$ cat config.mk
export PLATFORM = sky130hd
export DESIGN_NAME = gate_model_bist
export DESIGN_NICKNAME = d
export VERILOG_FILES = /design/src/rtl/gate_bist_pkg.sv /design/src/rtl/gate_bist_misr.sv /design/src/rtl/gate_model_bist.sv
export SDC_FILE = /design/constraint.sdc
export NUM_CORES = 1
export LEC_CHECK = 0
export BUFFER_PORTS_ARGS = -buffer_cell sky130_fd_sc_hd__buf_2
export CAP_MARGIN = 20
export CORE_MARGIN = 2
export CORE_UTILIZATION = 53
export DETAILED_ROUTE_END_ITERATION = 12
export GPL_TIMING_DRIVEN = 0
export PLACE_DENSITY = 0.9
export SLEW_MARGIN = 20
export SYNTH_ARGS = -nofsm -noshare
export SYNTH_HDL_FRONTEND = slang
export SYNTH_SLANG_ARGS = --single-unit
$ cat constraint.sdc
create_clock -name clk -period 2.1 [get_ports clk]
set_input_delay 0.105 -clock clk [delete_from_list [all_inputs] [get_ports clk]]
set_output_delay 0.105 -clock clk [all_outputs]
set_load 0.02 [all_outputs]
$ cat src/rtl/gate_bist_pkg.sv
// gate_bist_pkg: shared state encoding, polynomials and LFSR/MISR step functions
// for the gate-model BIST harness and its reference model.
package gate_bist_pkg;
  localparam int IN_W_DEF = 19;
  localparam int OUT_W_DEF = 9;
  localparam int SIG_W_DEF = 16;
  // x^19+x^6+x^2+x+1 feedback taps: s[18], s[5], s[1], s[0]
  localparam logic [IN_W_DEF-1:0] LFSR_TAPS = 19'h40023;
  localparam logic [SIG_W_DEF-1:0] MISR_POLY = 16'h1021;
  typedef enum logic [1:0] {IDLE, APPLY, CAPTURE, FINISH} state_e;
  function automatic logic [IN_W_DEF-1:0] lfsr_step(input logic [IN_W_DEF-1:0] s);
    return {s[IN_W_DEF-2:0], ^(s & LFSR_TAPS)};
  endfunction
  function automatic logic [SIG_W_DEF-1:0] misr_step(input logic [SIG_W_DEF-1:0] m,
                                                     input logic [SIG_W_DEF-1:0] r);
    return {m[SIG_W_DEF-2:0], 1'b0} ^ (m[SIG_W_DEF-1] ? MISR_POLY : '0) ^ r;
  endfunction
endpackage

$ cat src/rtl/gate_bist_misr.sv
// gate_bist_misr: signature register; load restores the seed, step folds in one response.
module gate_bist_misr
  import gate_bist_pkg::*;
#(
  parameter int SIG_W = SIG_W_DEF,
  parameter logic [SIG_W-1:0] SEED = 16'hFFFF
) (
  input  logic             clk,
  input  logic             rst_n,
  input  logic             load_i,
  input  logic             step_i,
  input  logic [SIG_W-1:0] resp_i,
  output logic [SIG_W-1:0] sig_o
);
  logic [SIG_W-1:0] sig_q, sig_d;
  always_comb sig_d = load_i ? SEED : step_i ? misr_step(sig_q, resp_i) : sig_q;
  always_ff @(posedge clk or negedge rst_n) begin
    if (!rst_n) sig_q <= SEED;
    else sig_q <= sig_d;
  end
  assign sig_o = sig_q;
endmodule

$ cat src/rtl/gate_model_bist.sv
// gate_model_bist: drives a combinational gate model from an LFSR, compacts its
// responses in a MISR and compares the final signature against a golden value.
module gate_model_bist
  import gate_bist_pkg::*;
#(
  parameter int IN_W = IN_W_DEF,
  parameter int OUT_W = OUT_W_DEF,
  parameter int SIG_W = SIG_W_DEF,
  parameter int PAT_CNT = 256,
  parameter logic [IN_W-1:0] LFSR_SEED = 19'h00001,
  parameter logic [SIG_W-1:0] MISR_SEED = 16'hFFFF
) (
  input  logic             clk,
  input  logic             rst_n,
  input  logic             start,
  input  logic             abort,
  input  logic [SIG_W-1:0] golden_sig,
  output logic [IN_W-1:0]  stim_o,
  input  logic [OUT_W-1:0] resp_i,
  output logic             busy,
  output logic             done,
  output logic             pass,
  output logic [SIG_W-1:0] signature,
  output logic [15:0]      pat_idx
);
  // an all-zero seed would lock the LFSR, so it is replaced by 1
  localparam logic [IN_W-1:0] SEED = (LFSR_SEED == '0) ? IN_W'(1) : LFSR_SEED;
  localparam logic [15:0] LAST = 16'(PAT_CNT - 1);
  state_e state_q, state_d;
  logic [IN_W-1:0] stim_q, stim_d;
  logic [15:0] idx_q, idx_d;
  logic [SIG_W-1:0] gold_q, gold_d;
  logic done_q, done_d, pass_q, pass_d;
  logic go, kill, step;
  always_comb begin
    go = (state_q == IDLE) && start;
    kill = (state_q != IDLE) && abort;
    step = (state_q == CAPTURE) && !kill;
    state_d = state_q;
    stim_d = stim_q;
    idx_d = idx_q;
    gold_d = gold_q;
    done_d = done_q;
    pass_d = pass_q;
    if (go) begin
      state_d = APPLY;
      stim_d = SEED;
      idx_d = '0;
      gold_d = golden_sig;
      done_d = 1'b0;
      pass_d = 1'b0;
    end else if (kill) begin
      state_d = IDLE;
    end else if (state_q == APPLY) begin
      state_d = CAPTURE;
    end else if (state_q == CAPTURE) begin
      state_d = (idx_q == LAST) ? FINISH : APPLY;
      stim_d = (idx_q == LAST) ? stim_q : lfsr_step(stim_q);
      idx_d = (idx_q == LAST) ? idx_q : idx_q + 16'd1;
    end else if (state_q == FINISH) begin
      state_d = IDLE;
      done_d = 1'b1;
      pass_d = (signature == gold_q);
    end
  end
  always_ff @(posedge clk or negedge rst_n) begin
    if (!rst_n) begin
      state_q <= IDLE;
      stim_q <= '0;
      idx_q <= '0;
      gold_q <= '0;
      done_q <= 1'b0;
      pass_q <= 1'b0;
    end else begin
      state_q <= state_d;
      stim_q <= stim_d;
      idx_q <= idx_d;
      gold_q <= gold_d;
      done_q <= done_d;
      pass_q <= pass_d;
    end
  end
  gate_bist_misr #(.SIG_W(SIG_W), .SEED(MISR_SEED)) u_misr (
    .clk(clk),
    .rst_n(rst_n),
    .load_i(go),
    .step_i(step),
    .resp_i(SIG_W'(resp_i)),
    .sig_o(signature)
  );
  assign stim_o = stim_q;
  assign pat_idx = idx_q;
  assign busy = (state_q != IDLE);
  assign done = done_q;
  assign pass = pass_q;
endmodule

==> Yosys cells after proc, flatten, opt, wreduce, memory -nomap -nowiden <==
Index checks and enable logic that the tools add are counted.
Widths: inputs -> output; s select.
{ "classes": {"reduce_logical": 13, "add_sub_neg": 1, "bitwise": 2, "muxes": 29, "eq_ne": 9} }
{ "ops": {"columns": ["cell", "n"], "rows": [
  ["$mux 16", 7],
  ["$mux 19", 5],
  ["$reduce_xor 19->1", 1],
  ["$add 16x1->16 const B", 1],
  ["$eq 16x16->1", 1],
  ["$eq 16x8->1 const B", 1],
  ["$xor 16x16->16", 1],
  ["$xor 16x9->16", 1],
  ["$mux 13", 1],
  ["$mux 2", 6],
  ["$mux 1", 10],
  ["$ne 2x1->1 const B", 4],
  ["$reduce_and 4->1", 2],
  ["$reduce_bool 2->1", 4],
  ["$reduce_bool 5->1", 1],
  ["$eq 2x2->1 const B", 2],
  ["$logic_and 1x1->1", 3],
  ["$eq 2x1->1 const B", 1],
  ["$logic_not 2->1", 1],
  ["$logic_not 1->1", 1]
]} }
{ "word_totals": {"out_inout_bits": 54, "regBits": 71, "word_cells": 61, "in_bits": 29} }

==> Depth between registers and ports, before layout <==
Gate-level depths: netlist (run 1).
{ "logic_depth": {"word_depth": 6, "depth_mapped": 8, "depth_no_buf": 6} }

==> Cells and area by module <==
A second synthesis (run 1) with hierarchy kept.
{ "hier_totals": {"hier_cells": 386, "hier_area_um2": 3762.4} }
{ "modules_own_cells": {"columns": ["module", "area_per_inst_um2", "cells_per_inst", "n_inst"], "rows": [
  ["gate_model_bist", 2909.0, 317, 1],
  ["gate_bist_misr", 853.3, 69, 1]
]} }

==> Worst setup path after synthesis (run 1) <==
Ideal clock, no wire load.
{ "synth_timing": {"path_type": "register -> register", "startpoint": "register idx_q[0] (netlist: pat_idx[0])", "endpoint": "register idx_q[5] (netlist: pat_idx[5])", "setup_time_ns": 0.069, "required_time_ns": 2.031, "slack_ns": 0.166, "path_stages_with_launch": 8, "arrival_time_ns": 1.865, "cell_sequence": "dfrtp_1 > ha_1 > and3_4 > buf_6 > and4_4 > buf_6 > or4_1 > nand3_1"} }
{ "synth_between": {"elab_chain_cells": 6, "word_cells_on_any_way": 9} }
{ "synth_rtl": {"columns": ["item", "line", "rtl"], "rows": [
  ["start: declaration", "gate_model_bist.sv:31", "logic [15:0] idx_q, idx_d;"],
  ["start signal: assignment", "gate_model_bist.sv:77", "idx_q <= idx_d;"],
  ["$add 16x1->16", "gate_model_bist.sv:59", "idx_d = (idx_q == LAST) ? idx_q : idx_q + 16'd1;"],
  ["$mux 16", "gate_model_bist.sv:59", null],
  ["$mux 16", "gate_model_bist.sv:56", "end else if (state_q == CAPTURE) begin"],
  ["$mux 16", "gate_model_bist.sv:54", "end else if (state_q == APPLY) begin"],
  ["$mux 16", "gate_model_bist.sv:52", "end else if (kill) begin"],
  ["$mux 16", "gate_model_bist.sv:45", "if (go) begin"]
]} }
Several ways; a longest one is shown, not always the timed one. The select of a mux whose other input is x is not followed.
A chain may end at the register's enable or synchronous reset.

==> Final worst setup path (run 1) <==
{ "layout_timing": {"startpoint": "register state_q[0]", "endpoint": "register idx_q[12] (netlist: pat_idx[12])"} }
{ "layout_between": {"elab_chain_cells": 4, "word_cells_on_any_way": 12} }
{ "layout_rtl": {"columns": ["item", "line", "rtl"], "rows": [
  ["start: declaration", "gate_model_bist.sv:29", "state_e state_q, state_d;"],
  ["start signal: assignment", "gate_model_bist.sv:75", "state_q <= state_d;"],
  ["$logic_not 2->1 or $reduce_bool 2->1 (tied branches)", "gate_model_bist.sv:36, gate_model_bist.sv:37", null],
  ["$logic_and 1x1->1 (on tied branches)", "gate_model_bist.sv:36, gate_model_bist.sv:37", null],
  ["$ne 2x1->1 (no source line) or $reduce_bool 2->1 (tied branches)", null, null],
  ["$reduce_and 4->1 (no source line)", null, null]
]} }
Several ways; a longest one is shown, not always the timed one.

==> results of run 1 <==
final timing paths:
check / depth (start not counted) / slack, ns / startpoint / endpoint
min: 3 / 0.06 / resp_i[1] / u_misr.sig_o[1]
min in group asynchronous: 2 / 0.14 / rst_n / gold_q[12]
max reg2reg: 7 / 0.1 / state_q[0] / pat_idx[12]
max: 7 / 0.1 / state_q[0] / pat_idx[12]
max in group asynchronous: 3 / 1.38 / rst_n / u_misr.sig_o[2]
min reg2reg: 2 / 0.48 / done / done
area by class of cell:
type | count | area, sq um
inverter | 5 | 18.8
clock inverter | 6 | 36.3
tap | 77 | 96.3
multi-input combinational | 232 | 1520
buffer | 17 | 118
clock buffer | 10 | 138
timing repair buffer | 103 | 633
sequential | 71 | 1800
fill | 480 | 1950
repair_timing:
item / CTS / global route
setup endpoints to repair: 10 / 44
hold endpoints to repair: 76 / 0
buffers inserted: 0 / 3
hold buffers: 17 / 0
gates resized for setup: 1 / 13
critical path, cell delays in order (launching register included):
cell and delay (ns):
dfrtp_1 0.43, inv_1 0.13, ha_2 0.27, o21ai_2 0.12
a21o_2 0.25, buf_6 0.14, or4_1 0.50, nand3_1 0.08
per-layer routing:
metal	GRT usage	wire length (microns)	vias to the layer above	share of wire
met4	0.120	176	0	0.021
met3	0.0521	518	17	0.061
met5	0	0	-	0
met2	0.391	4280	114	0.50
met1	0.320	3540	1505	0.42
li1	-	-	1406	-
per-stage QoR:
stage	area (sq um)	utilization	setup TNS, ns
after floorplan	3440	-	0
after global placement	3950	0.625	0
after detailed placement	3980	0.630	-0.0687
after CTS	4320	0.685	0
after global routing	4360	0.690	0
final	4360	0.690	0
logic make-up (layout without fill, tap and decap cells):
| group | after synthesis | after routing | share of synthesized area |
|---|---|---|---|
| simple gates | 122 | 122 | 0.172 |
| compound gates | 74 | 74 | 0.167 |
| flops | 71 | 71 | 0.523 |
| xor+xnor | 29 | 29 | 0.0739 |
| buf+inv | 23 | 141 | 0.0393 |
| fa+ha+maj | 6 | 6 | 0.0218 |
| mux | 1 | 1 | 0.00327 |
cells in the mapped netlist (all sizes together), types with 6 or more instances:
library cell / number
a21oi: 6
a22o: 19
buf: 10
clkbuf: 8
dfrtp: 55
dfstp: 16
ha: 6
nand2: 70
nand3: 13
nand4: 6
nor4: 6
o211ai: 8
o21ai: 7
o22a: 16
or4: 7
xor2: 25
power breakdown:
group          switching, mW  total [mW]  internal (mW)
combinational           1.59        2.66           1.07
sequential             0.447        2.32           1.87
clock                  0.520       0.974          0.454
total                   2.56        5.95           3.39
sequential cells by signal (all words and copies together) (netlist names):
name,flops
state_q,2
stim_o,19
u_misr.sig_o,16
done,1
pass,1
gold_q,16
pat_idx,16
==> results.py, run 1 <==
metrics = {
    "min_path": {
        "min_path_type": "in -> reg",
    },
    "drt": {
        "num_vias": 3042,
        "dr.pass1.iters": 5,
        "dr.first_iter.drc_count": 200,
        "viasPerCell": 5.84,
        "wl_per_cell_microns": 16.3,
        "postRouteWirelength_mm": 8.51,
        "ant_nets": 0,
        "drc_errors": 0,
    },
    "timing": {
        "hold_violations": 0,
        "worst_slew_pin_slew_ns": 0.473,
        "rsz0062_at_grt": "no",
        "setup_slack_ns": 0.0994,
        "fmax_mhz": 500,
        "min_period_over_period": 0.953,
        "skew_ns": 0.0140,
        "relSlewSlack": 0.685,
        "slew_viol_final": 0,
        "setup_violations": 0,
        "fin_crit_ns": 2.00,
        "timing.hold.ws_ns": 0.0650,
    },
    "power_and_ir_drop": {
        "power.density_nw_per_um2": 1370,
        "finalPower_mw": 5.95,
        "p_leak_nw": 2.05,
        "peakVddDrop_mv": 0.682,
    },
    "clocking": {
        "cts_buffer_depth": 2,
        "cts_tree": "built",
        "clock_sinks": 71,
        "clk_pin_slew_ns": 0.08,
        "cts-buffers-inserted": 9,
        "clk_latency_ns": 0.35,
        "root_buffer": "clkbuf_8",
        "htreeDepth": 3,
    },
    "logic_synthesis": {
        "synth_cell_types": 44,
        "synth_area_leaders": "dfrtp_1, dfstp_2, nand2_1",
        "yosys.area.top_type": "dfrtp_1",
        "yosys.area.top_type_share": 0.400,
        "synth_nets": 361,
        "ys_ff_latch": 71,
        "ys_seq_area_frac": 0.523,
        "ys.flop_type": "dfrtp_1",
        "syn_inst": 326,
        "netlist_area_sq_um": 3440,
        "synth_edf_count": 0,
        "avgSynthCellArea_sq_um": 10.5,
        "synth-async-reset-ratio": 1.00,
        "yosysWarnings": 0,
    },
    "setup_path": {
        "crit_type": "reg -> reg",
        "cp_max_fo": 10,
        "critPathRequiredTime_ns": 2.38,
        "critPathArrivalTime_ns": 2.28,
        "cp-end-kind": "flip-flop",
        "crit_path_start_kind": "flip-flop",
    },
    "global_routing": {
        "grt_max_degree": 60,
        "grtUsageTotal": 0.245,
        "grt_pass1_wl_mm": 14.0,
        "grt_pass1_vias": 2968,
        "overflow": 0,
        "antenna_found_initial": 0,
    },
    "finish": {
        "layout_common_cells": "buf_2, nand2_1, dfrtp_1",
        "layout-drive-gt1-share": 0.327,
        "antenna_cells": 0,
        "final_common_cell": "buf_2",
        "finalNonFillerCells": 521,
        "layout.nets": 474,
        "area_growth_pct": 26.8,
    },
    "floorplan": {
        "die_w_microns": 84.5,
        "core_sq_um": 6310,
        "start_util": 0.545,
        "num_rows": 29,
        "die_area_sq_um": 7150,
        "fp.dieH_microns": 84.5,
        "pin_count": 83,
    },
    "placed_design": {
        "dp_hpwl_mm": 5.74,
        "port_buffers": 82,
        "dp_cells": 486,
        "place_congestion": 0.832,
        "pre_cts_ws_ns": -0.0128,
    },
    "flow_run": {
        "max_cap_viol_count": 0,
    },
    "run_status": {
        "status": "finished, final reports clean",
    },
}
Note: power is estimated with default switching activity, not from simulation.
==> run 2: changes to the inputs <==
CELL_PAD_IN_SITES_DETAIL_PLACEMENT = 0   (was default)
CELL_PAD_IN_SITES_GLOBAL_PLACEMENT = 1   (was default)
CORE_UTILIZATION = 41   (was 53)
==> run 2 against run 1 <==
Largest power group unchanged. Power up 4.4%. Critical endpoint unchanged. Clock power up 29%. Final cell count up 5.4%. Global-route usage down 4.7 points. Register-to-register slack better by 0.02 ns. Flip-flop and latch count unchanged.
==> results.py, run 2 (synthesis results as in run 1) <==
metrics = {
    "floorplan": {
        "core_sq_um": 8180,
        "num_rows": 33,
        "pin_count": 83,
        "die_area_sq_um": 9130,
        "fp.dieH_microns": 95.6,
        "die_w_microns": 95.6,
        "start_util": 0.421,
    },
    "clocking": {
        "cts_tree": "built",
        "root_buffer": "clkbuf_8",
        "htreeDepth": 3,
        "clock_sinks": 71,
        "clk_latency_ns": 0.35,
        "cts_buffer_depth": 2,
        "cts-buffers-inserted": 9,
        "clk_pin_slew_ns": 0.08,
    },
    "finish": {
        "nFillCells": 728,
        "layout.nets": 474,
        "layout-drive-gt1-share": 0.329,
        "largest_reg_flops": 19,
        "area_growth_pct": 29.4,
        "layout_common_cells": "buf_2, nand2_1, dfrtp_1",
        "finalNonFillerCells": 549,
        "final_common_cell": "buf_2",
        "antenna_cells": 0,
    },
    "placed_design": {
        "dp_cells": 514,
        "place_congestion": 0.816,
        "port_buffers": 82,
        "dp_hpwl_mm": 5.97,
    },
    "drt": {
        "ant_nets": 0,
        "drc_errors": 0,
        "dr.pass1.iters": 4,
        "postRouteWirelength_mm": 8.42,
        "viasPerCell": 5.31,
        "wl_per_cell_microns": 15.3,
        "num_vias": 2914,
        "dr.first_iter.drc_count": 106,
    },
    "run_status": {
        "status": "finished, final reports clean",
    },
    "setup_path": {
        "startpoint": "state_q[0]",
        "reg2reg_depth": 7,
        "crit_path_start_kind": "flip-flop",
        "critPathArrivalTime_ns": 2.27,
        "cp_max_fo": 10,
        "cp-end-kind": "flip-flop",
        "critPathRequiredTime_ns": 2.39,
        "worst_r2r_startpoint": "state_q[0]",
        "crit_type": "reg -> reg",
    },
    "timing": {
        "hold_violations": 0,
        "fin_crit_ns": 1.98,
        "fmax_mhz": 504,
        "setup_violations": 0,
        "rsz0062_at_grt": "no",
        "relSlewSlack": 0.611,
        "min_period_over_period": 0.945,
        "slew_viol_final": 0,
        "timing.hold.ws_ns": 0.0626,
        "worst_slew_pin_slew_ns": 0.578,
        "skew_ns": 0.0158,
        "tns_ns": 0,
    },
    "power_and_ir_drop": {
        "finalPower_mw": 6.22,
        "power.density_nw_per_um2": 1400,
        "peakVddDrop_mv": 0.520,
        "p_leak_nw": 2.06,
    },
    "global_routing": {
        "overflow": 0,
        "grt_pass1_wl_mm": 13.9,
        "grt_pass1_vias": 2872,
        "grt_max_degree": 38,
        "grtUsageTotal": 0.198,
        "antenna_found_initial": 0,
    },
    "min_path": {
        "min_path_type": "in -> reg",
        "hold_depth": 3,
        "hold_start": "resp_i[8]",
    },
    "flow_run": {
        "max_cap_viol_count": 0,
    },
}
==> run 2: cell count changes in the layout (fill, tap and decap cells not counted), sizes merged <==
cell | before | now
clkinv | 5 | 1
clkbuf | 17 | 18
clkinvlp | 1 | 2
bufinv | 0 | 2
==> run 2: final timing paths <==
| check | endpoint | slack, ns |
|---|---|---|
| worst max-delay path | pat_idx[12] | 0.12 |
| worst min register to register | done | 0.48 |
| worst max register to register | pat_idx[12] | 0.12 |
| worst min-delay path | u_misr.sig_o[8] | 0.06 |
| min in group asynchronous | gold_q[14] | 0.24 |
| max in group asynchronous | u_misr.sig_o[4] | 1.24 |
==> run 2: what timing repair did <==
| action | 4_1_cts | 5_1_grt |
|---|---|---|
| endpoints found under the setup margin | 3 | 47 |
| cloned | 0 | 0 |
| gates resized for setup | 1 | 13 |
| hold endpoints to repair | 46 | 0 |
| setup buffers | 0 | 3 |
| hold buffers | 17 | 0 |
==> run 2: through the flow <==
stage	utilization	cell area [sq um]	setup WS, ns
after floorplan	-	3440	0.166
after global placement	0.487	3980	0.0757
after detailed placement	0.490	4000	-0.00799
after CTS	0.539	4410	0.0404
after global routing	0.544	4450	0.00388
final	0.544	4450	0.116
==> run 2: area by class of cell <==
class / instances / area [sq um] / share of cell area
Sequential cell: 71 / 1800 / 0.404
Multi-Input combinational cell: 232 / 1530 / 0.344
Timing Repair Buffer: 103 / 626 / 0.141
Clock buffer: 11 / 151 / 0.0340
Buffer: 17 / 116 / 0.0261
Inverter: 5 / 18.8 / 0.00422
Tap cell: 105 / 131 / 0.0295
Clock inverter: 5 / 80.1 / 0.0180
==> run 2: metal layers <==
layer	GRT usage	routed length, microns	vias up
li1	-	-	1408
met1	0.261	3710	1424
met2	0.323	4170	72
met3	0.0324	416	10
met4	0.0845	131	0
met5	0	0	-
==> run 2: report_power, final <==
part	internal [mW]	switching [mW]	leakage, nW
Clock	0.731	0.526	0.112
Sequential	1.87	0.448	0.874
Combinational	1.08	1.56	1.08
==> run 2: worst max-delay path, cell delays in order, from the launching register on <==
cell and delay, ns:
dfrtp_1 0.42, inv_1 0.13, ha_2 0.26, o21ai_2 0.13, a21o_2 0.26, buf_6 0.15
or4_1 0.49, nand3_1 0.09
==> run 3: changes to the inputs <==
ABC_AREA = 1   (was default)
CORE_UTILIZATION = 39   (was 41)
==> run 3 against run 2 <==
First-iteration DRC count rose by 16%. Power down 8.9%. Core utilization is 4.0 points lower. Routed wire length is 3.0% higher. Register-to-register slack gained 0.12 ns. Critical path type unchanged. Largest power group unchanged.
==> results.py, run 3 <==
metrics = {
    "logic_synthesis": {
        "synth_cell_types": 33,
        "synth_area_leaders": "dfrtp_1, nand2_1, dfstp_2",
        "netlist_area_sq_um": 3630,
        "yosys.area.top_type_share": 0.379,
        "yosys.area.top_type": "dfrtp_1",
        "yosysMostFrequentCell": "nand2_1",
        "synth_nets": 483,
        "syn_inst": 448,
        "avgSynthCellArea_sq_um": 8.11,
        "synth-async-reset-ratio": 1.00,
        "synth_common_cells": "nand2_1, dfrtp_1, inv_1",
        "ys.flop_type": "dfrtp_1",
        "yosysWarnings": 0,
        "synth_edf_count": 0,
        "ys_ff_latch": 71,
        "ys_seq_area_frac": 0.494,
    },
    "floorplan": {
        "num_rows": 35,
        "pin_count": 83,
        "start_util": 0.397,
        "die_area_sq_um": 10100,
        "core_sq_um": 9150,
        "fp.dieH_microns": 101,
        "die_w_microns": 101,
    },
    "run_status": {
        "status": "finished, final reports clean",
    },
    "power_and_ir_drop": {
        "p_leak_nw": 2.44,
        "power.density_nw_per_um2": 1230,
        "finalPower_mw": 5.66,
        "peakVddDrop_mv": 0.468,
    },
    "clocking": {
        "cts-buffers-inserted": 9,
        "cts_tree": "built",
        "clk_latency_ns": 0.34,
        "cts_buffer_depth": 2,
        "clock_sinks": 71,
        "root_buffer": "clkbuf_8",
        "clk_pin_slew_ns": 0.08,
        "htreeDepth": 3,
    },
    "global_routing": {
        "antenna_found_initial": 0,
        "grt_pass1_vias": 3159,
        "grtUsageTotal": 0.181,
        "grt_max_degree": 42,
        "overflow": 0,
        "grt_pass1_wl_mm": 14.6,
    },
    "timing": {
        "min_period_over_period": 0.890,
        "fin_crit_ns": 1.87,
        "hold_violations": 0,
        "setup_slack_ns": 0.232,
        "relSlewSlack": 0.608,
        "timing.hold.ws_ns": 0.0199,
        "worst_slew_pin_slew_ns": 0.588,
        "rsz0062_at_grt": "no",
        "skew_ns": 0.00809,
        "tns_ns": 0,
        "setup_violations": 0,
        "fmax_mhz": 535,
        "slew_viol_final": 0,
    },
    "drt": {
        "dr.pass1.iters": 4,
        "viasPerCell": 4.79,
        "wl_per_cell_microns": 12.8,
        "ant_nets": 0,
        "postRouteWirelength_mm": 8.68,
        "num_vias": 3235,
        "drc_errors": 0,
        "dr.first_iter.drc_count": 123,
    },
    "placed_design": {
        "dp_hpwl_mm": 6.28,
        "port_buffers": 82,
        "place_congestion": 0.803,
        "postPlaceCellArea_sq_um": 4210,
        "pre_cts_ws_ns": -0.0102,
        "dp_cells": 642,
    },
    "setup_path": {
        "cp-end-kind": "flip-flop",
        "cp_max_fo": 10,
        "worst_r2r_startpoint": "state_q[1]",
        "critPathArrivalTime_ns": 2.11,
        "ff2ff_setup_slack_ns": 0.23,
        "crit_path_start_kind": "flip-flop",
        "critPathRequiredTime_ns": 2.34,
        "crit_type": "reg -> reg",
        "startpoint": "state_q[1]",
    },
    "flow_run": {
        "max_cap_viol_count": 0,
    },
    "finish": {
        "antenna_cells": 0,
        "layout.nets": 595,
        "nFillCells": 881,
        "fin_util": 0.505,
        "layout_common_cells": "nand2_1, buf_2, dfrtp_1",
        "area_growth_pct": 27.1,
        "fin_area_sq_um": 4620,
        "final_common_cell": "nand2_1",
        "layout-drive-gt1-share": 0.246,
        "largest_reg_flops": 19,
        "finalNonFillerCells": 676,
    },
    "min_path": {
        "min_path_type": "in -> reg",
        "hold_start": "resp_i[3]",
    },
}
[run 3: report_power, final]
part           total, mW  internal [mW]  switching (mW)
logic               2.31          0.863            1.45
clock network       1.23          0.678           0.550
registers           2.12           1.79           0.339
total               5.66           3.33            2.33
[run 3: logic make-up after synthesis]
kind of cell / synth area share
AOI/OAI and AO/OA: 0.0730
xor gates and xnor gates: 0.0602
adders and majority gates: 0.0207
buffers and inverters: 0.0654
DFF: 0.494
and+or+nand+nor: 0.286
[run 3: layout make-up]
cell class | count | area [sq um] | area share
Buffer | 12 | 91.3 | 0.0198
Clock buffer | 10 | 128 | 0.0276
Clock inverter | 6 | 93.8 | 0.0203
Inverter | 39 | 146 | 0.0317
Multi-Input combinational cell | 326 | 1610 | 0.349
Sequential cell | 71 | 1800 | 0.389
Tap cell | 111 | 139 | 0.0301
Timing Repair Buffer | 101 | 613 | 0.133
[run 3: worst max-delay path, stage by stage, from the launching register on]
cell and delay, ns:
dfrtp_1 0.41, inv_1 0.13, ha_2 0.23, inv_1 0.07, nand2_2 0.09, nand2_1 0.11
nor2_2 0.30, buf_2 0.31, a22oi_1 0.11
[run 3: timing repair]
action,CTS,global route
endpoints found under the hold margin,35,0
setup buffers,0,0
setup endpoints to repair,4,18
hold buffers,18,0
pin swaps,0,0
resized for setup,1,2
[run 3: path summary, 6_finish.rpt]
path,endpoint,cells after the start
max reg2reg,u_misr.sig_o[9],8
max in group asynchronous,u_misr.sig_o[0],3
min reg2reg,stim_o[12],2
max,u_misr.sig_o[9],8
min in group asynchronous,pat_idx[10],2
min,u_misr.sig_o[3],3
[run 3: layer usage]
metal | GRT usage | part of all wire | vias up
met5 | 0 | 0 | -
met4 | 0.0611 | 0.0092 | 0
met3 | 0.0319 | 0.044 | 8
met2 | 0.314 | 0.49 | 83
met1 | 0.229 | 0.46 | 1514
li1 | - | - | 1630
